### src/rtl/div_pipe_scheduler.sv
// Issue/retire scheduler for the fixed-latency pipelined divider: tracks in-flight
// divides in a shift register, raises decode stalls and tags writeback results.
module div_pipe_scheduler #(
    parameter int unsigned DIV_LATENCY  = 8,
    parameter int unsigned MAX_INFLIGHT = 8,
    parameter int unsigned CNT_W        = $clog2(MAX_INFLIGHT + 1)
) (
    input  logic             clk,
    input  logic             rst,
    input  logic             issue_valid,
    input  logic [1:0]       issue_op,
    input  logic [4:0]       issue_rd,
    input  logic [4:0]       id_rs1,
    input  logic [4:0]       id_rs2,
    input  logic             id_rs1_used,
    input  logic             id_rs2_used,
    input  logic [4:0]       id_rd,
    input  logic             id_rd_we,
    input  logic             flush,
    output logic             div_start,
    output logic [1:0]       div_op,
    output logic             stall_id,
    output logic             wb_valid,
    output logic [4:0]       wb_rd,
    output logic [1:0]       wb_op,
    output logic             wb_claim_next,
    output logic [CNT_W-1:0] inflight_cnt,
    output logic             idle
);

    logic [DIV_LATENCY-1:0]      vld_q, vld_d;
    logic [DIV_LATENCY-1:0][4:0] rd_q,  rd_d;
    logic [DIV_LATENCY-1:0][1:0] op_q,  op_d;
    logic [CNT_W-1:0]            cnt_q, cnt_d;

    logic raw_hit;
    logic waw_hit;
    logic cap_stall;
    logic retire;

    assign retire = vld_q[DIV_LATENCY-1];

    // x0 entries are tracked but never match; the last entry still counts as in flight.
    always_comb begin
        raw_hit = 1'b0;
        waw_hit = 1'b0;
        for (int unsigned i = 0; i < DIV_LATENCY; i++) begin
            if (vld_q[i] && (rd_q[i] != 5'd0)) begin
                if ((id_rs1_used && (rd_q[i] == id_rs1)) ||
                    (id_rs2_used && (rd_q[i] == id_rs2)))
                    raw_hit = 1'b1;
                if (id_rd_we && (rd_q[i] == id_rd))
                    waw_hit = 1'b1;
            end
        end
    end

    // A retirement in the same cycle frees a slot, so a full tracker may still accept.
    assign cap_stall = issue_valid && (cnt_q == CNT_W'(MAX_INFLIGHT)) && !retire;
    assign stall_id  = (raw_hit || waw_hit || cap_stall) && !flush;
    assign div_start = issue_valid && !stall_id && !flush;
    assign div_op    = issue_op;

    always_comb begin
        vld_d = {vld_q[DIV_LATENCY-2:0], div_start};
        rd_d  = {rd_q[DIV_LATENCY-2:0],  issue_rd};
        op_d  = {op_q[DIV_LATENCY-2:0],  issue_op};
        cnt_d = cnt_q + CNT_W'(div_start) - CNT_W'(retire);
    end

    always_ff @(posedge clk or negedge rst) begin
        if (!rst) begin
            vld_q <= '0;
            rd_q  <= '0;
            op_q  <= '0;
            cnt_q <= '0;
        end else begin
            vld_q <= vld_d;
            rd_q  <= rd_d;
            op_q  <= op_d;
            cnt_q <= cnt_d;
        end
    end

    assign wb_valid      = vld_q[DIV_LATENCY-1];
    assign wb_rd         = rd_q[DIV_LATENCY-1];
    assign wb_op         = op_q[DIV_LATENCY-1];
    assign wb_claim_next = vld_q[DIV_LATENCY-2];
    assign inflight_cnt  = cnt_q;
    assign idle          = (cnt_q == '0);

endmodule
### config.mk
export PLATFORM = sky130hd
export DESIGN_NAME = div_pipe_scheduler
export DESIGN_NICKNAME = d
export VERILOG_FILES = /design/src/rtl/div_pipe_scheduler.sv
export SDC_FILE = /design/constraint.sdc
export NUM_CORES = 1
export LEC_CHECK = 0
export CAP_MARGIN = 5
export CORE_MARGIN = 2
export CORE_UTILIZATION = 50
export DETAILED_ROUTE_END_ITERATION = 8
export PLACE_DENSITY = 0.8
export REMOVE_ABC_BUFFERS = 1
export SLEW_MARGIN = 0
export SYNTH_ARGS = -nofsm -noshare
export SYNTH_HDL_FRONTEND = slang
export SYNTH_SLANG_ARGS = --single-unit
export TNS_END_PERCENT = 50
### constraint.sdc
create_clock -name clk -period 2.8 [get_ports clk]
set_input_delay 0.56 -clock clk [delete_from_list [all_inputs] [get_ports clk]]
set_output_delay 0.56 -clock clk [all_outputs]
set_load 0.05 [all_outputs]
Yosys cells after proc, flatten, opt, wreduce, memory -nomap -nowiden
Cells that the tools add are included.
- reductions and logical operators: 59
- add/sub/neg operators: 2
- mux-type cells: 32
- equal/unequal tests: 25
- operator list (cell ; number):
    $eq A5 B5 Y1 ; 24
    $reduce_bool A5 Y1 ; 8
    $logic_and A1 B1 Y1 ; 37
    $mux W1 ; 32
    $logic_or A1 B1 Y1 ; 10
    $add A4 B1 Y4 ; 1
    $eq A4 B4 Y1 const B ; 1
    $logic_not A4 Y1 ; 1
    $sub A4 B1 Y4 ; 1
    $logic_not A1 Y1 ; 3
- register bits after elaboration: 68
- input bits: 29

Depth between registers and ports, before layout
Gate-level depths: netlist of the first run.
- depth in word-level cells: 27
- mapped depth: 11
- gate-level depth less buffers: 10

Least setup slack after synthesis of the first run
No wires, ideal clock.
- path type: reg2reg
- start point: register rd_q (netlist bit wb_rd[0])
- end point: register cnt_q[1] (netlist: inflight_cnt[1])
- library setup time: 0.136 ns
- arrival: 3.659 ns
- path slack: -0.995 ns
- stages on the path, launching flop included: 8
- clock period less this slack: 3.795 ns
- path buffers: 0
- cell sequence: dfrtp_1 or4_1 o21ai_1 a21oi_1 or4b_1 nor4_2 ha_1 fa_1
- word-level cells in the longest chain between the ends: 13
- ends and longest elaborated chain (what ; line ; RTL):
    start: declaration ; 32 ; logic [DIV_LATENCY-1:0][4:0] rd_q, rd_d;
    start signal: assignment ; 79 ; rd_q <= rd_d;
    $eq A5 B5 Y1 (on tied branches) ; 49, 50 ;
    $logic_and A1 B1 Y1 (on tied branches) ; 49, 50 ;
    $logic_or A1 B1 Y1 ; 49 ; if ((id_rs1_used && (rd_q[i] == id_rs1)) ||
    $mux W1 ; 49 ;
    $mux W1 ; 48 ; if (vld_q[i] && (rd_q[i] != 5'd0)) begin
    $logic_or A1 B1 Y1 (*) (2 in series) ; 60 ; assign stall_id = (raw_hit || waw_hit || cap_stall) && !flush;
    $logic_and A1 B1 Y1 (*) ; 60 ;
    $logic_not A1 Y1 (*) ; 61 ; assign div_start = issue_valid && !stall_id && !flush;
    $logic_and A1 B1 Y1 (*) (2 in series) ; 61 ;
    net div_start ; 20 ; output logic div_start,
    $add A4 B1 Y4 (*) ; 68 ; cnt_d = cnt_q + CNT_W'(div_start) - CNT_W'(retire);
    $sub A4 B1 Y4 (*) ; 68 ;
    net cnt_d[1] ; 34 ; logic [CNT_W-1:0] cnt_q, cnt_d;
    end signal: assignment ; 81 ; cnt_q <= cnt_d;
    end: declaration ; 34 ;
Mark *: on every way through the listed nets, which the timed path passes. The rest lies on a longest branch.

Worst setup path after layout of the first run
- start point: register rd_q (netlist bit rd_d[21])
- end point: output div_start
- word-level cells in the longest chain between the ends: 19
- ends and longest elaborated chain (what ; line):
    $eq A5 B5 Y1 (on tied branches) ; 49, 50
    $logic_and A1 B1 Y1 (on tied branches) ; 49, 50
    $logic_or A1 B1 Y1 ; 49
    $mux W1 ; 49
    $mux W1 ; 48
    $mux W1 ; 49
    $mux W1 ; 48
    $mux W1 ; 49
    $mux W1 ; 48
    $mux W1 ; 49
    $mux W1 ; 48
    $mux W1 ; 49
    $mux W1 ; 48
    $logic_or A1 B1 Y1 (*) (2 in series) ; 60
    $logic_and A1 B1 Y1 (*) ; 60
    $logic_not A1 Y1 (*) ; 61
    $logic_and A1 B1 Y1 (*) (2 in series) ; 61
    end: declaration ; 20
Every way passes the cells marked *; elsewhere a longest branch is shown, timed or not.

==> results.yml, run 1 <==
run_status:
  status: "complete, but fails checks"
  violations: "setup timing"
global_routing:
  grt_pass1_wl_mm: 14.72
  grtUsageMet1_pct: 34.31
  grt_overflow: 0
  grt.total_usage_pct: 25.99
  antenna_found_initial: 0
  grt_max_degree: 69
  grt.busiest_layer: "met2"
  grt_pass1_vias: 2885
  grt_use_met2_pct: 41.74
  grt_util_met3_pct: 6.221
logic_synthesis:
  synth_cells: 307
  synth_cell_types: 29
  yosysTopAreaCellShare_pct: 48.47
  synth_seq_cells: 68
  syn_area_per_cell_sq_um: 11.44
  synth_top_cell_by_area: "dfrtp_1"
  syn-cell-area_sq_um: 3511
  yosysSeqAreaShare_pct: 48.47
  yosys_warnings: 0
  synthTopCellsByArea: "dfrtp_1, xor2_1, xnor2_1, nor4_1, nand3_1"
pwr:
  power_density_nw_per_um2: 559.2
  vdd_drop_max_uv: 418.1
  p_leak_nw: 2.107
routing:
  dr.pass1.iters: 4
  drt_wl_total_mm: 9.186
  antenna_left: 0
  routed_via_density: 5.386
  drtIter0Drc: 205
  vias: 2774
  routedWlPerCell_um: 17.84
  drc: 0
clocking:
  cts-hold-fix-buffers: 0
  htreeDepth: 3
  path_clk_slew_ns: 0.07
  tritoncts: "built"
  tritoncts_num_sinks: 68
  cts_buffers: 9
  root_buffer: "clkbuf_8"
  clockBufferDepth: 2
  clock_latency_ns: 0.35
worst_setup_path:
  crit_path_top_delay_cell: "or4_4"
  end_kind: "output port"
  cp.required_ns: 2.24
  worstPathMaxFanout: 2
  cpMostUsedCell: "nor4_2"
  crit_path_cell_trace: "or4_4 -> o21ai_2 -> nor4_1 -> nor4_2 -> a21boi_2 -> nor4_2 -> buf_4 -> buf_12"
  cpPeakStageDelay_ns: 0.53
  cp.arrival_ns: 2.63
  rr_startpoint: "rd_d[21]"
  cp-startpoint: "rd_d[21]"
  crit_path_start_kind: "flip-flop"
  critPathKind: "reg2out"
job:
  max_cap_violations: 0
final_layout:
  mostFrequentLayoutCell: "xor2_1"
  nets: 450
  fillCellCount: 471
  layout-drive-gt1-share_pct: 26.25
  antennaDiodeCount: 0
  layout_common_cells: "xor2_1, dfrtp_1, buf_4"
  area_delta_synth_final_pct: 40.45
sta:
  rsz0062_at_grt: "yes"
  slew_viol_final: 0
  fmax_mhz: 313.6
  maxSlewHeadroom_pct: 45.36
  worstMarginPinSlew_ns: 0.8196
  fin_crit_sh_pct: 113.9
  fin_setup_tns_ns: -1.196
  setup_slack_ns: -0.3892
  period_minus_slack_ns: 3.189
  setup_viol: 5
  finalHoldViolCount: 0
  fin_worst_skew_ns: 0.007589
placement:
  hpwl_mm: 6.563
  place.gp.congestion: 0.9277
  dp_slack_ns: -0.6291
  port_buffers: 46
die:
  die_w_um: 87.80
  die_h_um: 87.80
  initial_core_util_pct: 51.68
  die_area_sq_um: 7708
  row_count: 30
  design.core.area_sq_um: 6794
  pin_count: 47
worst_hold_path:
  hold_class: "reg2reg"
  min-delay-start: "op_d[9]"
[state kept, by name, indices dropped and copies added (netlist names)]
register      count
inflight_cnt      4
op_d             14
rd_d             35
vld_q             8
wb_op             2
wb_rd             5
[cell usage after synthesis (all sizes together)]
cell type  count
buf           17
ha             6
a32oi          2
nand3         20
dfrtp         68
a21boi         1
o31a           1
nor4          27
o21ai          8
nor2           2
o22ai          1
clkbuf         1
fa             1
xnor2         38
a21o           1
or4           10
inv            8
or4b           1
nand2          2
and3           1
xor2          84
a21oi          7
[area by class of cell]
type / count / area, sq um / share of cell area [%]
multi-input combinational: 213 / 1812 / 36.74
clock buffer: 11 / 141.4 / 2.867
sequential: 68 / 1702 / 34.51
clock inverter: 5 / 37.54 / 0.7612
inverter: 8 / 30.03 / 0.6090
timing repair buffer: 114 / 1089 / 22.08
tap: 96 / 120.1 / 2.436
[routing by layer]
layer  up-vias  wire [um]
met3        20        673
met1      1393       3834
met5         -          0
met2       108       4494
met4         0        184
li1       1253          -
[report_power, final]
part           internal [mW]  switching, mW
clock                  0.346          0.378
sequential              1.07         0.0675
combinational          0.386          0.510
[kinds of logic (layout without fill, tap and decap cells)]
| group | Yosys count | after routing | share of synthesized area [%] |
|---|---|---|---|
| adders and majority gates | 7 | 7 | 2.708 |
| xor gates and xnor gates | 122 | 122 | 30.43 |
| buffers and inverters | 26 | 138 | 3.492 |
| and+or+nand+nor | 63 | 63 | 11.08 |
| DFF | 68 | 68 | 48.47 |
| AOI/OAI and AO/OA | 21 | 21 | 3.814 |
[worst paths after layout]
kind,to,slack (ns),cells past startpoint
max,div_start,-0.39,8
min,op_d[11],0.35,0
max reg2reg,inflight_cnt[1],-0.12,10
min reg2reg,op_d[11],0.35,0
max in group asynchronous,rd_d[31],1.88,2
min in group asynchronous,rd_d[6],0.38,2
[critical path: cells and delay by family (launching register included)]
family / cells / cell delay (ns)
buffers and inverters: 2 / 0.30
and+or+nand+nor: 4 / 1.28
DFF: 1 / 0.38
AOI/OAI and AO/OA: 2 / 0.30
[what timing repair did]
| item | in CTS | in global routing |
|---|---|---|
| cloned | 0 | 0 |
| setup endpoints to repair | 5 | 5 |
| pin swaps | 20 | 1 |
| endpoints found under the hold margin | 0 | 0 |
| setup buffers | 3 | 0 |
| resized for setup | 37 | 1 |
[metrics by stage]
stage | area [sq um] | hold slack (ns) | std cells | total power [mW] | util (%)
global placement | 4602 | 0.3327 | 496 | 1.971 | 67.73
detailed placement | 4602 | 0.3356 | 496 | 2.000 | 67.73
finish | 4931 | 0.3491 | 515 | 2.757 | 72.58
CTS | 4927 | 0.3528 | 515 | 2.765 | 72.52
global route | 4931 | 0.3618 | 515 | 2.884 | 72.58
floorplan | 3418 | 0.2644 | 289 | 1.609 | -
Note: power is estimated with default switching activity, not from simulation.
==> run 2, diff against run 1 <==
--- a/config.mk
+++ b/config.mk
@@ -10,6 +10,7 @@
 export CORE_UTILIZATION = 50
 export DETAILED_ROUTE_END_ITERATION = 8
 export PLACE_DENSITY = 0.8
+export RECOVER_POWER = 50
 export REMOVE_ABC_BUFFERS = 1
 export SLEW_MARGIN = 0
 export SYNTH_ARGS = -nofsm -noshare
==> run 2 against run 1 <==
  * Design area decreased by 2.1%
  * Clock power barely moved
  * Clock-buffer cell count is the same
  * Critical path depth is the same
  * Highest routed layer unchanged
  * Non-clock buffer count unchanged
  * Routed wire length barely moved
  * The run ends with capacitance limit, slew limit, setup timing left
==> results.yml, run 2 (same netlist as run 1, synthesis figures left out) <==
run_status:
  status: "complete, but fails checks"
  violations: "capacitance limit, slew limit, setup timing"
pwr:
  share_comb_of_total_power_pct: 32.0
  vdd_drop_max_uv: 411.2
  p_sw_mw: 0.9531
  clkPwrFrac_pct: 26.4
  sw_frac_of_total_pct: 34.86
  power.internal_mw: 1.781
  p_leak_nw: 2.010
  finalPower_mw: 2.734
  pwr-share-seq_pct: 41.6
  power_density_nw_per_um2: 566.5
worst_setup_path:
  crit_path_start_kind: "flip-flop"
  crit_buf_inv: 2
  r2r_slack_ns: -0.12
  cpPeakStageDelay_ns: 0.53
  cp_top_family: "simple AND/OR/NAND/NOR gates"
  cpMostUsedCell: "nor4_2"
  end_kind: "output port"
  cp.arrival_ns: 2.63
  cp-startpoint: "rd_d[21]"
  critPathKind: "reg2out"
  crit_path_cell_trace: "or4_4 -> o21ai_2 -> nor4_1 -> nor4_2 -> a21boi_2 -> nor4_2 -> buf_4 -> buf_12"
  r2r_cells: 10
  crit_path_top_delay_cell: "or4_4"
  rr_startpoint: "rd_d[21]"
  cp.depth: 8
  worstPathMaxFanout: 2
  cp.required_ns: 2.24
placement:
  place.gp.congestion: 0.9277
  hpwl_mm: 6.563
  port_buffers: 46
  post_dp_cell_area_sq_um: 4602
global_routing:
  grt_pass1_wl_mm: 14.72
  grt.total_usage_pct: 25.99
  grt_max_degree: 69
  grt_overflow: 0
  grt_pass1_vias: 2885
  antenna_found_initial: 0
clocking:
  root_buffer: "clkbuf_8"
  cts_buffers: 9
  clockBufferDepth: 2
  tritoncts_num_sinks: 68
  htreeDepth: 3
  tritoncts: "built"
  cts-hold-fix-buffers: 0
  clock_latency_ns: 0.35
  path_clk_slew_ns: 0.07
die:
  row_count: 30
  design.core.area_sq_um: 6794
  die_area_sq_um: 7708
  pin_count: 47
  die_h_um: 87.80
  initial_core_util_pct: 51.68
  die_w_um: 87.80
routing:
  routed_via_density: 5.404
  drt_wl_total_mm: 9.184
  drtIter0Drc: 209
  drc: 0
  antenna_left: 0
  vias: 2783
  routedWlPerCell_um: 17.83
  dr.pass1.iters: 4
sta:
  worstMarginPinSlew_ns: 1.612
  slew_viol_final: 69
  finalHoldViolCount: 0
  setup_slack_ns: -0.3911
  setup_viol: 5
  fin_crit_sh_pct: 114.0
  rsz0062_at_grt: "yes"
  fin_worst_skew_ns: 0.007270
  maxSlewHeadroom_pct: -7.448
  fmax_mhz: 313.4
  period_minus_slack_ns: 3.191
worst_hold_path:
  hold_class: "reg2reg"
  min_path_cells: 0
  min-delay-start: "op_d[9]"
final_layout:
  area_delta_synth_final_pct: 37.49
  layout-drive-gt1-share_pct: 19.81
  largest_reg_flops: 35
  final_area_sq_um: 4827
  nets: 450
  mostFrequentLayoutCell: "xor2_1"
  antennaDiodeCount: 0
  layout_common_cells: "xor2_1, dfrtp_1, xnor2_1"
  fillCellCount: 501
job:
  max_cap_violations: 1
run 2: repair_timing:
item | in CTS | in global routing
setup endpoints to repair | 5 | 5
gates resized for setup | 37 | 1
pin swaps | 20 | 1
buffers inserted | 3 | 0
run 2: power by group through the flow:
stage	Sequential (mW)	Clock [mW]	Combinational [mW]
3_5_place_dp	1.15	0	0.850
5_1_grt	1.15	0.781	0.937
3_3_place_gp	1.14	0	0.827
2_1_floorplan	1.29	0	0.316
4_1_cts	1.14	0.741	0.889
6_report	1.14	0.723	0.874
run 2: routing by layer:
metal | share of wire (%) | routed length [um] | GRT usage, % | up-vias
li1 | - | - | - | 1257
met1 | 43 | 3918 | 34.31 | 1402
met2 | 49 | 4464 | 41.74 | 103
met3 | 6.7 | 619 | 6.221 | 21
met4 | 2.0 | 182 | 9.930 | 0
met5 | 0 | 0 | 0 | -
run 2: stage by stage:
step / setup WS (ns) / TNS (ns) / hold WS, ns / util (%) / std cells
floorplan: -0.9948 / -4.485 / 0.2644 / - / 289
CTS: -0.3878 / -1.066 / 0.3528 / 72.52 / 515
global placement: -0.5817 / -2.812 / 0.3327 / 67.73 / 496
finish: -0.3911 / -1.239 / 0.3491 / 71.05 / 515
global route: -0.4795 / -1.528 / 0.3618 / 71.05 / 515
detailed placement: -0.6291 / -3.050 / 0.3356 / 67.73 / 496
run 2: layout make-up:
cell class	instances	area (sq um)	share of cell area, %
multi-input combinational	213	1812	37.53
clock inverter	5	37.54	0.7776
tap	96	120.1	2.488
timing repair buffer	114	984.7	20.40
clock buffer	11	141.4	2.929
sequential	68	1702	35.25
inverter	8	30.03	0.6221
run 2: path summary, 6_finish.rpt:
check | end
setup reg to reg | inflight_cnt[1]
setup / recovery | div_start
hold reg to reg | op_d[11]
hold / removal | op_d[11]
min in group asynchronous | rd_d[6]
max in group asynchronous | wb_rd[2]
==> run 3, diff against run 2 <==
--- a/config.mk
+++ b/config.mk
@@ -12,7 +12,6 @@
 export PLACE_DENSITY = 0.8
 export RECOVER_POWER = 50
 export REMOVE_ABC_BUFFERS = 1
-export SLEW_MARGIN = 0
 export SYNTH_ARGS = -nofsm -noshare
 export SYNTH_HDL_FRONTEND = slang
 export SYNTH_SLANG_ARGS = --single-unit
==> results of run 3 <==
The final DEF is identical to that of run 2; final timing and power are the same.
